### src/rtl/dmem_arb_pkg.sv
// Shared types and default sizing for the data-memory arbiter.
package dmem_arb_pkg;

    typedef enum logic [1:0] {
        IDLE,
        OWN0,
        OWN1
    } state_e;

    typedef logic req_id_t;

    localparam int DEPTH_DEFAULT     = 32;
    localparam int MAX_BURST_DEFAULT = 4;

endpackage

### src/rtl/dmem_arbiter_if.sv
// Requester handshake plus memory-side bus of the data-memory arbiter.
interface dmem_arbiter_if #(
    parameter int DATA_W = 32
);
    logic              req0,   req1;
    logic              lock0,  lock1;
    logic              we0,    we1;
    logic [31:0]       addr0,  addr1;
    logic [DATA_W-1:0] wdata0, wdata1;
    logic              gnt0,   gnt1;
    logic              rvalid0, rvalid1;
    logic [DATA_W-1:0] rdata0, rdata1;
    logic              err0,   err1;
    logic              mem_we;
    logic [31:0]       mem_addr;
    logic [DATA_W-1:0] mem_wdata;
    logic [DATA_W-1:0] mem_rdata;

    // Arbiter side
    modport slave (
        input  req0, req1, lock0, lock1, we0, we1, addr0, addr1, wdata0, wdata1,
        output gnt0, gnt1, rvalid0, rvalid1, rdata0, rdata1, err0, err1,
        output mem_we, mem_addr, mem_wdata,
        input  mem_rdata
    );

    // Requesters plus memory
    modport master (
        output req0, req1, lock0, lock1, we0, we1, addr0, addr1, wdata0, wdata1,
        input  gnt0, gnt1, rvalid0, rvalid1, rdata0, rdata1, err0, err1,
        input  mem_we, mem_addr, mem_wdata,
        output mem_rdata
    );
endinterface

### src/rtl/dmem_rr_pick.sv
// Two-way round-robin picker; an active owner masks out the other requester.
module dmem_rr_pick
    import dmem_arb_pkg::*;
(
    input  logic [1:0] req,
    input  req_id_t    rr_ptr,
    input  logic       own_en,
    input  req_id_t    own_id,
    output logic [1:0] gnt
);
    always_comb begin
        gnt = '0;
        if (own_en) begin
            gnt[own_id] = req[own_id];
        end else if (req == 2'b11) begin
            gnt[rr_ptr] = 1'b1;
        end else begin
            gnt = req;
        end
    end
endmodule

### src/rtl/dmem_arbiter.sv
// Round-robin / locked-burst arbiter sharing one single-port word memory
// between two requesters, with range checking and registered completion.
module dmem_arbiter
    import dmem_arb_pkg::*;
#(
    parameter int DEPTH     = DEPTH_DEFAULT,
    parameter int MAX_BURST = MAX_BURST_DEFAULT,
    parameter int DATA_W    = 32
) (
    input logic           clk,
    input logic           rst_n,
    dmem_arbiter_if.slave bus
);
    localparam int              BW        = $clog2(MAX_BURST + 1);
    localparam logic [BW-1:0]   BURST_MAX = BW'(MAX_BURST);
    localparam logic [31:0]     DEPTH_W   = 32'(DEPTH);

    logic [1:0]             req, lock, we;
    logic [1:0][31:0]       addr;
    logic [1:0][DATA_W-1:0] wdata;

    assign req   = {bus.req1,   bus.req0};
    assign lock  = {bus.lock1,  bus.lock0};
    assign we    = {bus.we1,    bus.we0};
    assign addr  = {bus.addr1,  bus.addr0};
    assign wdata = {bus.wdata1, bus.wdata0};

    state_e                 state_q, state_d;
    req_id_t                rr_ptr_q, rr_ptr_d;
    logic [BW-1:0]          burst_cnt_q, burst_cnt_d;
    logic [1:0]             rvalid_q, rvalid_d;
    logic [1:0]             err_q, err_d;
    logic [1:0][DATA_W-1:0] rdata_q, rdata_d;

    logic              owned, forced, own_en, any_gnt, in_rng;
    req_id_t           own_id, gid;
    logic [1:0]        pick, gnt_vec;
    logic              mem_we_c;
    logic [31:0]       mem_addr_c;
    logic [DATA_W-1:0] mem_wdata_c;

    // The owner keeps the bus only while it still requests with lock and
    // has burst budget left; otherwise fall back to plain round-robin.
    assign owned  = (state_q != IDLE);
    assign own_id = req_id_t'(state_q == OWN1);
    assign forced = owned && (burst_cnt_q == BURST_MAX);
    assign own_en = owned && req[own_id] && lock[own_id] && !forced;

    dmem_rr_pick u_pick (
        .req    (req),
        .rr_ptr (rr_ptr_q),
        .own_en (own_en),
        .own_id (own_id),
        .gnt    (pick)
    );

    assign gnt_vec = pick & {2{rst_n}};
    assign any_gnt = |gnt_vec;
    assign gid     = gnt_vec[1];
    assign in_rng  = (addr[gid] < DEPTH_W);

    always_ff @(posedge clk or negedge rst_n) begin
        if (!rst_n) begin
            state_q     <= IDLE;
            rr_ptr_q    <= 1'b0;
            burst_cnt_q <= '0;
            rvalid_q    <= '0;
            err_q       <= '0;
            rdata_q     <= '0;
        end else begin
            state_q     <= state_d;
            rr_ptr_q    <= rr_ptr_d;
            burst_cnt_q <= burst_cnt_d;
            rvalid_q    <= rvalid_d;
            err_q       <= err_d;
            rdata_q     <= rdata_d;
        end
    end

    always_comb begin
        state_d     = IDLE;
        rr_ptr_d    = rr_ptr_q;
        burst_cnt_d = '0;
        if (any_gnt) begin
            rr_ptr_d = ~gid;
            if (own_en) begin
                state_d     = state_q;
                burst_cnt_d = burst_cnt_q + BW'(1);
            end else if (lock[gid] && !(forced && gid == own_id)) begin
                // A forced-out owner re-granted only because nobody else asked
                // still gives up the lock.
                state_d     = gid ? OWN1 : OWN0;
                burst_cnt_d = BW'(1);
            end
        end
    end

    always_comb begin
        mem_we_c    = 1'b0;
        mem_addr_c  = '0;
        mem_wdata_c = '0;
        rvalid_d    = gnt_vec;
        err_d       = gnt_vec & {2{~in_rng}};
        rdata_d     = rdata_q;
        if (any_gnt) begin
            mem_addr_c  = addr[gid];
            mem_wdata_c = wdata[gid];
            mem_we_c    = we[gid] & in_rng;
            if (!we[gid]) rdata_d[gid] = in_rng ? bus.mem_rdata : '0;
        end
    end

    assign bus.gnt0      = gnt_vec[0];
    assign bus.gnt1      = gnt_vec[1];
    assign bus.mem_we    = mem_we_c;
    assign bus.mem_addr  = mem_addr_c;
    assign bus.mem_wdata = mem_wdata_c;
    assign bus.rvalid0   = rvalid_q[0];
    assign bus.rvalid1   = rvalid_q[1];
    assign bus.err0      = err_q[0];
    assign bus.err1      = err_q[1];
    assign bus.rdata0    = rdata_q[0];
    assign bus.rdata1    = rdata_q[1];
endmodule
### src/flat_wrapper.sv
// flat-port wrapper written by rule: the top's interface ports become plain ports
module dmem_arbiter_flat import dmem_arb_pkg::*;
#(
    parameter int DEPTH     = DEPTH_DEFAULT,
    parameter int MAX_BURST = MAX_BURST_DEFAULT,
    parameter int DATA_W    = 32
)
  (clk, rst_n, bus_req0, bus_req1, bus_lock0, bus_lock1, bus_we0, bus_we1, bus_addr0, bus_addr1, bus_wdata0, bus_wdata1, bus_gnt0, bus_gnt1, bus_rvalid0, bus_rvalid1, bus_rdata0, bus_rdata1, bus_err0, bus_err1, bus_mem_we, bus_mem_addr, bus_mem_wdata, bus_mem_rdata);
  dmem_arbiter_if #(.DATA_W(DATA_W)) bus_i ();
  input logic clk;
  input logic rst_n;
  input wire logic [$bits(bus_i.req0)-1:0] bus_req0;
  input wire logic [$bits(bus_i.req1)-1:0] bus_req1;
  input wire logic [$bits(bus_i.lock0)-1:0] bus_lock0;
  input wire logic [$bits(bus_i.lock1)-1:0] bus_lock1;
  input wire logic [$bits(bus_i.we0)-1:0] bus_we0;
  input wire logic [$bits(bus_i.we1)-1:0] bus_we1;
  input wire logic [$bits(bus_i.addr0)-1:0] bus_addr0;
  input wire logic [$bits(bus_i.addr1)-1:0] bus_addr1;
  input wire logic [$bits(bus_i.wdata0)-1:0] bus_wdata0;
  input wire logic [$bits(bus_i.wdata1)-1:0] bus_wdata1;
  output wire logic [$bits(bus_i.gnt0)-1:0] bus_gnt0;
  output wire logic [$bits(bus_i.gnt1)-1:0] bus_gnt1;
  output wire logic [$bits(bus_i.rvalid0)-1:0] bus_rvalid0;
  output wire logic [$bits(bus_i.rvalid1)-1:0] bus_rvalid1;
  output wire logic [$bits(bus_i.rdata0)-1:0] bus_rdata0;
  output wire logic [$bits(bus_i.rdata1)-1:0] bus_rdata1;
  output wire logic [$bits(bus_i.err0)-1:0] bus_err0;
  output wire logic [$bits(bus_i.err1)-1:0] bus_err1;
  output wire logic [$bits(bus_i.mem_we)-1:0] bus_mem_we;
  output wire logic [$bits(bus_i.mem_addr)-1:0] bus_mem_addr;
  output wire logic [$bits(bus_i.mem_wdata)-1:0] bus_mem_wdata;
  input wire logic [$bits(bus_i.mem_rdata)-1:0] bus_mem_rdata;
  assign bus_i.req0 = bus_req0;
  assign bus_i.req1 = bus_req1;
  assign bus_i.lock0 = bus_lock0;
  assign bus_i.lock1 = bus_lock1;
  assign bus_i.we0 = bus_we0;
  assign bus_i.we1 = bus_we1;
  assign bus_i.addr0 = bus_addr0;
  assign bus_i.addr1 = bus_addr1;
  assign bus_i.wdata0 = bus_wdata0;
  assign bus_i.wdata1 = bus_wdata1;
  assign bus_gnt0 = bus_i.gnt0;
  assign bus_gnt1 = bus_i.gnt1;
  assign bus_rvalid0 = bus_i.rvalid0;
  assign bus_rvalid1 = bus_i.rvalid1;
  assign bus_rdata0 = bus_i.rdata0;
  assign bus_rdata1 = bus_i.rdata1;
  assign bus_err0 = bus_i.err0;
  assign bus_err1 = bus_i.err1;
  assign bus_mem_we = bus_i.mem_we;
  assign bus_mem_addr = bus_i.mem_addr;
  assign bus_mem_wdata = bus_i.mem_wdata;
  assign bus_i.mem_rdata = bus_mem_rdata;
  dmem_arbiter #(.DEPTH(DEPTH), .MAX_BURST(MAX_BURST), .DATA_W(DATA_W)) u_core (.clk(clk), .rst_n(rst_n), .bus(bus_i));
endmodule
### config.mk
export PLATFORM = sky130hd
export DESIGN_NAME = dmem_arbiter_flat
export DESIGN_NICKNAME = d
export VERILOG_FILES = /design/src/rtl/dmem_arb_pkg.sv /design/src/rtl/dmem_arbiter_if.sv /design/src/rtl/dmem_rr_pick.sv /design/src/rtl/dmem_arbiter.sv /design/src/flat_wrapper.sv
export SDC_FILE = /design/constraint.sdc
export NUM_CORES = 1
export LEC_CHECK = 0
export ABC_AREA = 1
export CAP_MARGIN = 25
export CORE_AREA = 2 2 118 120
export CTS_BUF_LIST = sky130_fd_sc_hd__clkbuf_4 sky130_fd_sc_hd__clkbuf_8 sky130_fd_sc_hd__clkbuf_16
export DETAILED_ROUTE_END_ITERATION = 7
export DIE_AREA = 0 0 120 122
export PLACE_DENSITY = 0.74
export SLEW_MARGIN = 15
export SYNTH_ARGS = -nofsm -noshare
export SYNTH_HDL_FRONTEND = slang
export SYNTH_HIERARCHICAL = 1
export SYNTH_SLANG_ARGS = --single-unit
### constraint.sdc
create_clock -name clk -period 6.4 [get_ports clk]
set_input_delay 0.64 -clock clk [delete_from_list [all_inputs] [get_ports clk]]
set_output_delay 0.64 -clock clk [all_outputs]
set_load 0.02 [all_outputs]
==> impl_metrics.toml <==
[status]
status = "complete, no violations"

[routing]
wirelength_mm = 16.5
drt_iter0_drc = 367
drtPass1Iterations = 5
wl_per_cell_um = 15.2
vias_per_cell = 4.74
antenna_left = 0
drc = 0
vias = 5148

[global_routing]
grt_pass1_vias = 4862
grt_usage_pct = 22.2
grt.overflow.total = 0
grt_pass1_wl_mm = 25.7
antenna_found_initial = 2
grt_max_degree = 67

[cells_and_area]
syn_to_final_growth_pct = 82.6
fin_nets = 1070
fin_cells = 1087
drive_gt1_share_pct = 3.87
n_fill_cell = 1251

[worst_setup_path]
startpoint = "bus_lock1"
r2r_start = "u_core/burst_cnt_q[0]"
worstPathCellList = "clkdlybuf4s50_1, nor2_1, nor3_1, nand2_1, inv_1, nand2_2, nand2_1, nor2_1, buf_4, nand2_2, buf_4, nand2_1, o21ai_1, nand2_1, nor2_1, nand3_1, nor2_4, nand2_1, nor2_1, clkdlybuf4s50_1"
path_class = "input pin to output pin"
path_buf_inv = 5
worstSetupEndpointType = "output pin"
start_kind = "input pin"
crit_family = "buffers and inverters"
max_stage_delay_ns = 0.61
slowest_stage = "clkdlybuf4s50_1"
crit_arrival_ns = 4.45
crit_path_frequent_cell = "nand2_1"
cp.required_ns = 5.76
crit_path_max_fanout = 48

[timing]
period_share_pct = 79.5
max-slew-margin-rel_pct = 55.6
worstMarginPinSlew_ns = 0.666
slew_viol_final = 0
fin_tns_setup_ns = 0
fin_crit_ns = 5.09
fmax_mhz = 196
hold_violations = 0
final-setup-viol-count = 0
fin_skew_ns = 0.00502
rsz0062_at_grt = "false"

[placed_design]
place_hpwl_mm = 12.6
dp.cells = 1069
io_buffers = 302
place_congestion = 0.930

[yosys]
synth_seq_cells = 74
postSynth.asyncResetShare_pct = 100
syn_inst = 618
synthFlopType = "dfrtp_1"
synth_top_cells_by_count = "nand2_1 (266), nand3_1 (86), dfrtp_1 (74)"
synth_area_leaders = "dfrtp_1 (44%), nand2_1 (24%), nand3_1 (10%)"
netlist.top_cell.by_area = "dfrtp_1"
ys_types = 23
yosysSeqAreaShare_pct = 44.2
yosys_warnings = 6
yosysTopAreaCellShare_pct = 44.2
synth.most_common_cell = "nand2_1"
syn_area_per_cell_um2 = 6.78
syn_nets = 788
synth_area_mm2 = 0.00419
synth_edf_count = 0

[die]
fp.dieW_um = 120
die_area_mm2 = 0.0146
row_count = 43
start_util_pct = 31.0
die_y_um = 122
core_area_mm2 = 0.0135
pin_count = 303

[power_and_ir_drop]
powerDensity_mw_per_mm2 = 179
vdd_drop_max_mv = 0.125
cellLeakagePower_nw = 3.64

[clock_network]
clock-root-buffer = "clkbuf_16"
cts-buffers-inserted = 9
clk_path_buf_depth = 2
cts_resized = 0
clkSlewWorstSetupHoldPaths_ns = 0.06
cts.sinks = 74
cts_tree = "built"
postCtsSetupBuffers = 0
cts_max_level = 3
cts_hold_buf = 0
clk_latency_ns = 0.33

[worst_hold_path]
hp-class = "input pin to async pin"

[run]
drv_cap = 0
kinds of logic after synthesis:
kind of cell | synth area share [%]
AND/OR/NAND/NOR | 38.0
AO/OA/AOI/OAI | 8.60
XOR/XNOR | 0.209
buffers and inverters | 8.39
adder cells (fa/ha/maj) | 0.597
flip-flops | 44.2
cells in the final DEF (no fill, tap or decap):
cell type        instances
nor2_1                  35
nor2_4                   2
clkinv_2                 2
dfrtp_1                 74
nand3_1                 86
o22ai_1                  2
o211ai_1                 2
o21ai_0                  2
inv_6                    2
diode_2                  2
xnor2_1                  1
clkdlybuf4s50_1        301
a21oi_2                  1
clkinvlp_4               1
buf_16                   1
nand2_2                  2
nand2_1                265
o21ai_1                  6
nor2_2                   2
ha_1                     2
clkbuf_16                9
clkbuf_4                 1
bufinv_16                1
buf_4                   10
inv_1                   40
o21ai_2                  1
nor3_1                   2
a22o_1                   4
a21oi_1                 48
worst reg2reg max path, delay by kind of cell, from the launching register on:
| kind | cells | cell delay [ns] |
|---|---|---|
| compound gates | 2 | 0.18 |
| fa+ha+maj | 1 | 0.19 |
| simple gates | 14 | 1.93 |
| buf+inv | 5 | 1.44 |
| flops | 1 | 0.35 |
report_power, final:
| group | internal [W] | total, W | switching (W) |
|---|---|---|---|
| sequential | 0.000473 | 0.000475 | 0.00000215 |
| combinational | 0.000195 | 0.000393 | 0.000199 |
| clock | 0.000307 | 0.000499 | 0.000191 |
| total | 0.000975 | 0.00137 | 0.000392 |
through the flow:
| stage | power [W] | utilization (%) | cell area [um^2] | setup WS, ns | hold slack (ns) |
|---|---|---|---|---|---|
| finish | 0.00137 | 56.7 | 7650 | 1.31 | 0.332 |
| global route | 0.00144 | 56.7 | 7650 | 0.920 | 0.378 |
| CTS | 0.00139 | 56.6 | 7650 | 1.28 | 0.357 |
| detailed placement | 0.000878 | 54.4 | 7350 | 1.29 | 0.464 |
| global placement | 0.000876 | 54.2 | 7320 | 1.35 | 0.462 |
| floorplan | 0.000648 | - | 4190 | 3.06 | 0.344 |
registers in the layout (all words and copies together), names as in the netlist:
| signal | cells |
|---|---|
| u_core/burst_cnt_q | 3 |
| u_core/bus.rdata0 | 32 |
| u_core/bus.rdata1 | 32 |
| u_core/err_q | 2 |
| u_core/rr_ptr_q | 1 |
| u_core/rvalid_q | 2 |
| u_core/state_q | 2 |
routing by layer:
layer / global-route usage, % / vias to the layer above / routed length, um
li1: - / 2535 / -
met1: 27.9 / 2339 / 6580
met2: 37.1 / 246 / 8330
met3: 5.62 / 28 / 1210
met4: 7.94 / 0 / 409
met5: 0 / - / 0
path summary, 6_finish.rpt:
check | to | slack [ns] | depth (start not counted)
setup / recovery | bus_mem_we | 1.31 | 20
hold / removal | u_core/bus.rdata1[27] | 0.33 | 1
setup reg to reg | u_core/bus.rdata1[18] | 2.25 | 22
hold reg to reg | u_core/bus.rdata1[16] | 0.48 | 2
max in group asynchronous | u_core/bus.rdata0[9] | 5.05 | 2
min in group clk | u_core/bus.rdata1[16] | 0.48 | 2
cell type report:
type / instances / area (um^2) / area share [%]
flip-flops and latches: 74 / 1850 / 24.2
clock inverters: 6 / 65.1 / 0.850
clock buffers: 10 / 233 / 3.04
inverters: 40 / 150 / 1.96
well taps: 180 / 225 / 2.94
multi-input cells: 463 / 2010 / 26.2
repair buffers: 312 / 3120 / 40.7
diodes: 2 / 5.00 / 0.0654
(Power assumes the default switching activity.)
